==> src/rtl/dmem_arbiter_if.sv <==
// Bus bundle between the data-memory arbiter, its two requesters (CPU and loader)
// and the single-ported data memory.
interface dmem_arbiter_if #(
    parameter int ADDR_WIDTH = 8,
    parameter int DATA_WIDTH = 32
);
    logic                  c_req;
    logic                  c_we;
    logic [ADDR_WIDTH-1:0] c_addr;
    logic [DATA_WIDTH-1:0] c_wdata;
    logic                  c_gnt;
    logic                  c_rvalid;
    logic                  cpu_stall;

    logic                  l_req;
    logic                  l_we;
    logic [ADDR_WIDTH-1:0] l_addr;
    logic [DATA_WIDTH-1:0] l_wdata;
    logic                  l_lock;
    logic                  l_gnt;
    logic                  l_rvalid;

    logic [DATA_WIDTH-1:0] rdata;

    logic                  mem_we;
    logic [ADDR_WIDTH-1:0] mem_addr;
    logic [DATA_WIDTH-1:0] mem_wd;
    logic [DATA_WIDTH-1:0] mem_rd;

    modport slave (
        input  c_req, c_we, c_addr, c_wdata,
        input  l_req, l_we, l_addr, l_wdata, l_lock,
        input  mem_rd,
        output c_gnt, c_rvalid, cpu_stall,
        output l_gnt, l_rvalid, rdata,
        output mem_we, mem_addr, mem_wd
    );

    modport master (
        output c_req, c_we, c_addr, c_wdata,
        output l_req, l_we, l_addr, l_wdata, l_lock,
        output mem_rd,
        input  c_gnt, c_rvalid, cpu_stall,
        input  l_gnt, l_rvalid, rdata,
        input  mem_we, mem_addr, mem_wd
    );
endinterface

==> src/rtl/dmem_arbiter.sv <==
// Shares the single-ported data memory between the CPU memory stage and the
// loader port: one access per cycle, registered read data, bounded loader locking.
module dmem_arbiter #(
    parameter int ADDR_WIDTH = 8,
    parameter int DATA_WIDTH = 32,
    parameter int LOCK_MAX   = 16
) (
    input  logic           clk,
    input  logic           rst,
    dmem_arbiter_if.slave  bus
);
    localparam int CNT_W = $clog2(LOCK_MAX + 1);
    localparam logic [CNT_W-1:0] CNT_MAX = CNT_W'(LOCK_MAX);

    typedef enum logic [1:0] {
        ST_ARB    = 2'd0,
        ST_LOCKED = 2'd1,
        ST_YIELD  = 2'd2
    } state_t;

    state_t                state_r;
    state_t                state_nxt_s;
    logic                  last_gnt_l_r;
    logic                  last_gnt_l_nxt_s;
    logic [CNT_W-1:0]      lock_cnt_r;
    logic [CNT_W-1:0]      lock_cnt_nxt_s;
    logic [DATA_WIDTH-1:0] rdata_r;
    logic                  c_rvalid_r;
    logic                  l_rvalid_r;
    logic                  c_gnt_s;
    logic                  l_gnt_s;
    logic                  rd_gnt_s;

    // Grant decision and next-state logic; grants are forced off while reset is asserted.
    always_comb begin
        c_gnt_s          = 1'b0;
        l_gnt_s          = 1'b0;
        state_nxt_s      = state_r;
        lock_cnt_nxt_s   = lock_cnt_r;
        last_gnt_l_nxt_s = last_gnt_l_r;
        if (rst) begin
            case (state_r)
                ST_ARB: begin
                    if (bus.c_req && bus.l_req) begin
                        c_gnt_s = last_gnt_l_r;
                        l_gnt_s = ~last_gnt_l_r;
                    end else begin
                        c_gnt_s = bus.c_req;
                        l_gnt_s = bus.l_req;
                    end
                    if (l_gnt_s && bus.l_lock) begin
                        state_nxt_s    = ST_LOCKED;
                        lock_cnt_nxt_s = CNT_W'(1);
                    end else begin
                        state_nxt_s    = ST_ARB;
                        lock_cnt_nxt_s = '0;
                    end
                    if (c_gnt_s) begin
                        last_gnt_l_nxt_s = 1'b0;
                    end else if (l_gnt_s) begin
                        last_gnt_l_nxt_s = 1'b1;
                    end else begin
                        last_gnt_l_nxt_s = last_gnt_l_r;
                    end
                end
                ST_LOCKED: begin
                    // The releasing cycle still follows the locked grant rule.
                    l_gnt_s = bus.l_req;
                    if (!bus.l_lock) begin
                        state_nxt_s    = ST_ARB;
                        lock_cnt_nxt_s = '0;
                    end else if (lock_cnt_r == CNT_MAX) begin
                        state_nxt_s    = bus.c_req ? ST_YIELD : ST_LOCKED;
                        lock_cnt_nxt_s = lock_cnt_r;
                    end else begin
                        state_nxt_s    = ST_LOCKED;
                        lock_cnt_nxt_s = lock_cnt_r + CNT_W'(1);
                    end
                    if (l_gnt_s) begin
                        last_gnt_l_nxt_s = 1'b1;
                    end else begin
                        last_gnt_l_nxt_s = last_gnt_l_r;
                    end
                end
                ST_YIELD: begin
                    c_gnt_s          = bus.c_req;
                    state_nxt_s      = ST_ARB;
                    lock_cnt_nxt_s   = '0;
                    last_gnt_l_nxt_s = 1'b0;
                end
                default: begin
                    state_nxt_s    = ST_ARB;
                    lock_cnt_nxt_s = '0;
                end
            endcase
        end else begin
            state_nxt_s    = ST_ARB;
            lock_cnt_nxt_s = '0;
        end
    end

    // Memory port mux driven by whichever port holds the grant.
    always_comb begin
        bus.mem_we   = 1'b0;
        bus.mem_addr = '0;
        bus.mem_wd   = '0;
        if (c_gnt_s) begin
            bus.mem_we   = bus.c_we;
            bus.mem_addr = bus.c_addr;
            bus.mem_wd   = bus.c_wdata;
        end else if (l_gnt_s) begin
            bus.mem_we   = bus.l_we;
            bus.mem_addr = bus.l_addr;
            bus.mem_wd   = bus.l_wdata;
        end else begin
            bus.mem_we   = 1'b0;
            bus.mem_addr = '0;
            bus.mem_wd   = '0;
        end
    end

    assign rd_gnt_s = (c_gnt_s && !bus.c_we) || (l_gnt_s && !bus.l_we);

    // Arbitration state, lock counter and registered read-data path.
    always_ff @(posedge clk or negedge rst) begin
        if (!rst) begin
            state_r      <= ST_ARB;
            last_gnt_l_r <= 1'b1;
            lock_cnt_r   <= '0;
            rdata_r      <= '0;
            c_rvalid_r   <= 1'b0;
            l_rvalid_r   <= 1'b0;
        end else begin
            state_r      <= state_nxt_s;
            last_gnt_l_r <= last_gnt_l_nxt_s;
            lock_cnt_r   <= lock_cnt_nxt_s;
            c_rvalid_r   <= c_gnt_s && !bus.c_we;
            l_rvalid_r   <= l_gnt_s && !bus.l_we;
            if (rd_gnt_s) begin
                rdata_r <= bus.mem_rd;
            end else begin
                rdata_r <= rdata_r;
            end
        end
    end

    assign bus.c_gnt     = c_gnt_s;
    assign bus.l_gnt     = l_gnt_s;
    assign bus.cpu_stall = bus.c_req & ~c_gnt_s;
    assign bus.c_rvalid  = c_rvalid_r;
    assign bus.l_rvalid  = l_rvalid_r;
    assign bus.rdata     = rdata_r;
endmodule

==> src/flat_wrapper.sv <==
// flat-port wrapper written by rule: the top's interface ports become plain ports
module dmem_arbiter_flat 
#(
    parameter int ADDR_WIDTH = 8,
    parameter int DATA_WIDTH = 32,
    parameter int LOCK_MAX   = 16
)
  (clk, rst, bus_c_req, bus_c_we, bus_c_addr, bus_c_wdata, bus_l_req, bus_l_we, bus_l_addr, bus_l_wdata, bus_l_lock, bus_mem_rd, bus_c_gnt, bus_c_rvalid, bus_cpu_stall, bus_l_gnt, bus_l_rvalid, bus_rdata, bus_mem_we, bus_mem_addr, bus_mem_wd);
  dmem_arbiter_if #(.ADDR_WIDTH(ADDR_WIDTH), .DATA_WIDTH(DATA_WIDTH)) bus_i ();
  input  logic clk;
  input  logic rst;
  input wire logic [$bits(bus_i.c_req)-1:0] bus_c_req;
  input wire logic [$bits(bus_i.c_we)-1:0] bus_c_we;
  input wire logic [$bits(bus_i.c_addr)-1:0] bus_c_addr;
  input wire logic [$bits(bus_i.c_wdata)-1:0] bus_c_wdata;
  input wire logic [$bits(bus_i.l_req)-1:0] bus_l_req;
  input wire logic [$bits(bus_i.l_we)-1:0] bus_l_we;
  input wire logic [$bits(bus_i.l_addr)-1:0] bus_l_addr;
  input wire logic [$bits(bus_i.l_wdata)-1:0] bus_l_wdata;
  input wire logic [$bits(bus_i.l_lock)-1:0] bus_l_lock;
  input wire logic [$bits(bus_i.mem_rd)-1:0] bus_mem_rd;
  output wire logic [$bits(bus_i.c_gnt)-1:0] bus_c_gnt;
  output wire logic [$bits(bus_i.c_rvalid)-1:0] bus_c_rvalid;
  output wire logic [$bits(bus_i.cpu_stall)-1:0] bus_cpu_stall;
  output wire logic [$bits(bus_i.l_gnt)-1:0] bus_l_gnt;
  output wire logic [$bits(bus_i.l_rvalid)-1:0] bus_l_rvalid;
  output wire logic [$bits(bus_i.rdata)-1:0] bus_rdata;
  output wire logic [$bits(bus_i.mem_we)-1:0] bus_mem_we;
  output wire logic [$bits(bus_i.mem_addr)-1:0] bus_mem_addr;
  output wire logic [$bits(bus_i.mem_wd)-1:0] bus_mem_wd;
  assign bus_i.c_req = bus_c_req;
  assign bus_i.c_we = bus_c_we;
  assign bus_i.c_addr = bus_c_addr;
  assign bus_i.c_wdata = bus_c_wdata;
  assign bus_i.l_req = bus_l_req;
  assign bus_i.l_we = bus_l_we;
  assign bus_i.l_addr = bus_l_addr;
  assign bus_i.l_wdata = bus_l_wdata;
  assign bus_i.l_lock = bus_l_lock;
  assign bus_i.mem_rd = bus_mem_rd;
  assign bus_c_gnt = bus_i.c_gnt;
  assign bus_c_rvalid = bus_i.c_rvalid;
  assign bus_cpu_stall = bus_i.cpu_stall;
  assign bus_l_gnt = bus_i.l_gnt;
  assign bus_l_rvalid = bus_i.l_rvalid;
  assign bus_rdata = bus_i.rdata;
  assign bus_mem_we = bus_i.mem_we;
  assign bus_mem_addr = bus_i.mem_addr;
  assign bus_mem_wd = bus_i.mem_wd;
  dmem_arbiter #(.ADDR_WIDTH(ADDR_WIDTH), .DATA_WIDTH(DATA_WIDTH), .LOCK_MAX(LOCK_MAX)) u_core (.clk(clk), .rst(rst), .bus(bus_i));
endmodule
==> config.mk <==
export PLATFORM = sky130hd
export DESIGN_NAME = dmem_arbiter_flat
export DESIGN_NICKNAME = d
export VERILOG_FILES = /design/src/rtl/dmem_arbiter_if.sv /design/src/rtl/dmem_arbiter.sv /design/src/flat_wrapper.sv
export SDC_FILE = /design/constraint.sdc
export NUM_CORES = 1
export LEC_CHECK = 0
export ABC_CLOCK_PERIOD_IN_PS = 2900
export CELL_PAD_IN_SITES_DETAIL_PLACEMENT = 0
export CELL_PAD_IN_SITES_GLOBAL_PLACEMENT = 1
export CORE_ASPECT_RATIO = 1.25
export CORE_MARGIN = 4
export CORE_UTILIZATION = 23
export CTS_BUF_LIST = sky130_fd_sc_hd__clkbuf_16
export DETAILED_ROUTE_END_ITERATION = 8
export GPL_TIMING_DRIVEN = 1
export HOLD_SLACK_MARGIN = 0.02
export PLACE_DENSITY_LB_ADDON = 0.1
export SYNTH_ARGS = -nofsm -noshare
export SYNTH_HDL_FRONTEND = slang
export SYNTH_SLANG_ARGS = --single-unit
==> constraint.sdc <==
create_clock -name clk -period 2.9 [get_ports clk]
set_input_delay 0.58 -clock clk [delete_from_list [all_inputs] [get_ports clk]]
set_output_delay 0.58 -clock clk [all_outputs]
set_load 0.005 [all_outputs]
# --- Yosys cells after proc, flatten, opt, wreduce, memory -nomap -nowiden ---
# Cells that the tools add are included.
word_totals:
  wordCells: 57
  regBits: 42
op_classes:
  bitwise_logic: 3
  n_addsub: 1
  mux: 31
  n_reduce_logical: 10
  n_eq_ne: 6
op_table:
  columns: ["cell", "count"]
  rows:
  - ["$mux 32", 2]
  - ["$mux 8", 2]
  - ["$mux 1", 15]
  - ["$mux 5", 3]
  - ["$pmux 5 s2", 1]
  - ["$mux 2", 4]
  - ["$add 5x1->5 const B", 1]
  - ["$eq 5x5->1 const B", 1]
  - ["$logic_and 1x1->1", 4]
  - ["$ne 4x4->1 const B", 1]
  - ["$pmux 1 s2", 2]
  - ["$pmux 2 s2", 1]
  - ["$reduce_and 4->1", 1]
  - ["$ne 3x1->1 const B", 1]
  - ["$pmux 1 s3", 1]
  - ["$reduce_bool 3->1", 1]
  - ["$eq 2x1->1 const B", 1]
  - ["$eq 2x2->1 const B", 1]
  - ["$logic_not 1->1", 2]
  - ["$logic_not 2->1", 1]
  - ["$ne 2x2->1 const B", 1]
  - ["$not 1->1", 2]
  - ["$and 1x1->1", 1]
  - ["$logic_or 1x1->1", 1]

# --- Logic depth before layout (Yosys ltp) ---
depth:
  ltp_word: 8
  depth_mapped: 8
  ltp_nobuf: 6

# --- Worst setup path before layout ---
# Ideal clock, no wire load.
synth_path:
  kind: "flip-flop to output port"
  from: "reg u_core.state_r[0]"
  to: "out bus_mem_wd[10]"
  arrival_ns: 1.682
  stages_incl_launch_ff: 8
  path_buffers: 1
  path_slack_ns: 0.638
  path_cell_list: "dfrtp_1 -> inv_1 -> ha_1 -> a21boi_1 -> o211ai_1 -> nor2_1 -> clkbuf_1 -> a22o_1"
synth_between:
  elab_chain_len: 5
  word_cells_on_any_way: 9
  cone_classes: "eq/ne (2); mux (6); reduce/logical (1)"
synth_lines:
  columns: ["element", "line", "source"]
  rows:
  - ["start, declared", "dmem_arbiter.sv:21", "state_t state_r;"]
  - ["start signal, assigned", "dmem_arbiter.sv:134", "state_r <= state_nxt_s;"]
  - ["$eq 2x1->1 / $logic_not 2->1 (equally long branches)", "dmem_arbiter.sv:42", "case (state_r)"]
  - ["$pmux 1 s2", "dmem_arbiter.sv:42", null]
  - ["$mux 1", "dmem_arbiter.sv:41", "if (rst) begin"]
  - ["$mux 32", "dmem_arbiter.sv:111", "end else if (l_gnt_s) begin"]
  - ["$mux 32 *", "dmem_arbiter.sv:107", "if (c_gnt_s) begin"]
  - ["end, declared", "flat_wrapper.sv:30", "output wire logic [$bits(bus_i.mem_wd)-1:0] bus_mem_wd;"]
# Mark *: on every way between the ends. The rest lies on a longest branch, timed or not.

# --- Worst setup path in the final report ---
layout_path:
  from: "reg u_core.state_r[0]"
  to: "out bus_mem_wd[15]"
# The elaborated chain is that of the path after synthesis.

==> reports/metrics.csv <==
metric;value;unit
clock sink count;42;
EDFF count, synth;0;
Row Count;40;
syn_area_per_cell;12.7;sq um
hpwl dp;8010;um
Crit. Startpoint;u_core.state_r[0];
Layout Nets;526;
R2R depth;9;
DRC Markers;0;
DRT antenna net count;0;
Fin Clk Skew;7.51;ps
first-pass GRT wire length;15400;um
ys flop type;dfrtp_1;
NetSw;595;uW
placed cell count;509;
Req. time, crit path;2320;ps
1st-iter DRT viols;58;
synthesized cell area;2320;sq um
Slew Viols, Final;0;
Placer Congestion;0.966;
ranking of synthesized cells by area;dfrtp_1, mux2_4, a22o_1;
fraction of registers with async set/reset;100;%
routed vias;2404;
critical-path maximum fanout;10;
Clock transition at path regs;60;ps
Die Height;120;um
top cells by count, synth;a22o_1, dfrtp_1, mux2_4, nor2_1, inv_1;
Worst setup SP type;flop;
Yosys top cell area share;44.3;%
gr usage total;16.9;%
Pint;1.75;mW
outcome;finished, final reports clean;
Fill cells;918;
Setup Crit Path Kind;flop to output port;
final hold viol count;0;
Synthesized Nets;307;
htree depth;2;
Post-Layout Cell Count;528;
# Max-Cap Violations;0;
Reg2Reg Capture Point;u_core.bus.rdata[24];
Starting Density;23.9;%
Clock power frac;23.0;%
CTS tree;done;
DIE WIDTH;97.8;um
post-synth top area cell;dfrtp_1;
TritonCTS buffer count;5;
largest net degree at the start of global routing;46;
Area Overhead vs Synth;107;%
Leak Pwr;2.23;nW
Setup TNS Final;0;ps
Final setup viols;0;
worst setup margin;107;ps
crit path capture;bus_mem_wd[15];
worst-margin pin slew;563;ps
Setup crit end kind;output port;
hold crit path type;primary input to asynchronous set/reset pin;
core area;9710;sq um
clock latency on the worst-skew pair;280;ps
Via density;4.55;
initial antenna violation count;0;
post-synth cell types;32;
Port-buffer cells;196;
Synth warnings;0;
Reg2Reg Setup Slack;740;ps
Pre-antenna DRT Iters;4;
total die area;11800;sq um
GR Overflow Total;0;
hold_buf cts;0;
Peak supply drop;0.000388;V
final wirelength;10300;um
layout cells sized above 1;21.6;%
Syn Inst Count;182;
root buf cell;clkbuf_16;
Rel. slew slack;62.5;%
crit share post-route;96.3;%
Place WS;-278;ps
fmax;358;MHz
CTS max path bufs;2;
Final min period;2790;ps
Sw Ratio;25.4;%
register area share after synthesis;45.4;%
sequential power share;34.5;%
n_diodes;0;
Combinational Power Share;42.5;%
worst r2r src;u_core.state_r[0];
I/O Pins;197;
PD cells;488;nW/um^2
Worst EP arrival;2210;ps
vias in the first global route;2582;
unrepaired setup endpoints after global routing;true;
DR WL/cell;19.6;um
Synth Register Bits;42;
-- cell type report --
type	count	area [sq um]	area share [%]
Timing Repair Buffer	224	2200	46.0
Inverter	8	30.0	0.626
Clock buffer	5	125	2.61
Clock inverter	3	17.5	0.365
Sequential cell	42	1050	21.9
Multi-Input combinational cell	120	1210	25.2
Tap cell	126	158	3.29
-- power by group through the flow --
stage	clock, mW	sequential (mW)	combinational, mW
after detailed placement	0	0.809	0.995
after floorplan	0	0.819	0.334
after global placement	0	0.810	0.999
after global routing	0.586	0.829	1.06
final	0.540	0.807	0.995
after CTS	0.562	0.807	1.00
-- layer usage --
| layer | up-vias | routed length [um] | track usage [%] | part of all wire, % |
|---|---|---|---|---|
| met5 | - | 0 | 0 | 0 |
| met4 | 0 | 129 | 3.81 | 1.2 |
| met3 | 8 | 1000 | 6.58 | 9.7 |
| met2 | 131 | 5330 | 31.3 | 52 |
| met1 | 1146 | 3880 | 18.2 | 38 |
| li1 | 1119 | - | - | - |
-- repair_timing --
item / 4_1_cts / 5_1_grt
endpoints found under the setup margin: 43 / 12
cloned: 2 / 0
gates resized for setup: 50 / 23
buffers inserted: 5 / 4
pin swaps: 5 / 4
-- flip-flops by register name, summed over array words and instances (netlist names) --
name / flops
u_core.state_r: 2
u_core.bus.rdata: 32
u_core.lock_cnt_r: 5
u_core.last_gnt_l_r: 1
u_core.bus.c_rvalid: 1
u_core.bus.l_rvalid: 1
-- per-stage QoR --
stage / power (mW) / instance area [sq um] / utilization [%] / hold WS (ps)
after floorplan: 1.15 / 2320 / - / 284
after global placement: 1.81 / 4530 / 46.6 / 483
after detailed placement: 1.80 / 4530 / 46.6 / 491
after CTS: 2.37 / 4750 / 48.9 / 273
after global routing: 2.48 / 4790 / 49.4 / 286
final: 2.34 / 4790 / 49.4 / 292
-- worst min-delay path by stage --
stage | endpoint | start | slack (ps)
after global routing | u_core.last_gnt_l_r | rst | 290
after floorplan | u_core.bus.c_rvalid | rst | 280
final | u_core.last_gnt_l_r | rst | 290
after CTS | u_core.last_gnt_l_r | rst | 270
after global placement | u_core.last_gnt_l_r | u_core.last_gnt_l_r | 480
after detailed placement | u_core.bus.rdata[22] | u_core.bus.rdata[22] | 490
-- kinds of logic (layout without fill, tap and decap cells) --
group,count (synthesis),in the layout,synth area share (%)
AO/OA/AOI/OAI,55,55,19.4
flip-flops,42,42,45.4
multiplexers,34,34,21.3
AND/OR/NAND/NOR,22,22,5.08
buffers and inverters,20,240,4.43
adder cells (fa/ha/maj),6,6,3.24
XOR/XNOR,3,3,1.13
-- critical path, cell delays in order, from the launching register on --
cell and delay [ps]:
dfrtp_1 390, inv_2 90, ha_2 210, o211ai_1 140
nor2_2 220, nor2_4 70, buf_12 130, buf_12 110
buf_16 130, a22o_1 180, dlygate4sd2_1 260
-- cell usage in the layout, fill, tap and decap left out, types with 3 or more instances in the layout --
cell | netlist | routed
dlygate4sd2_1 | 0 | 33
a22o_1 | 41 | 41
nor2_1 | 9 | 7
clkbuf_2 | 0 | 7
buf_12 | 0 | 5
clkdlybuf4s50_1 | 0 | 151
clkbuf_16 | 0 | 5
mux2_4 | 30 | 30
nand3_1 | 4 | 4
inv_1 | 8 | 7
clkdlybuf4s15_1 | 0 | 3
buf_4 | 0 | 20
a21oi_1 | 4 | 4
dfrtp_1 | 41 | 41
ha_1 | 6 | 3
(Power assumes the default switching activity.)
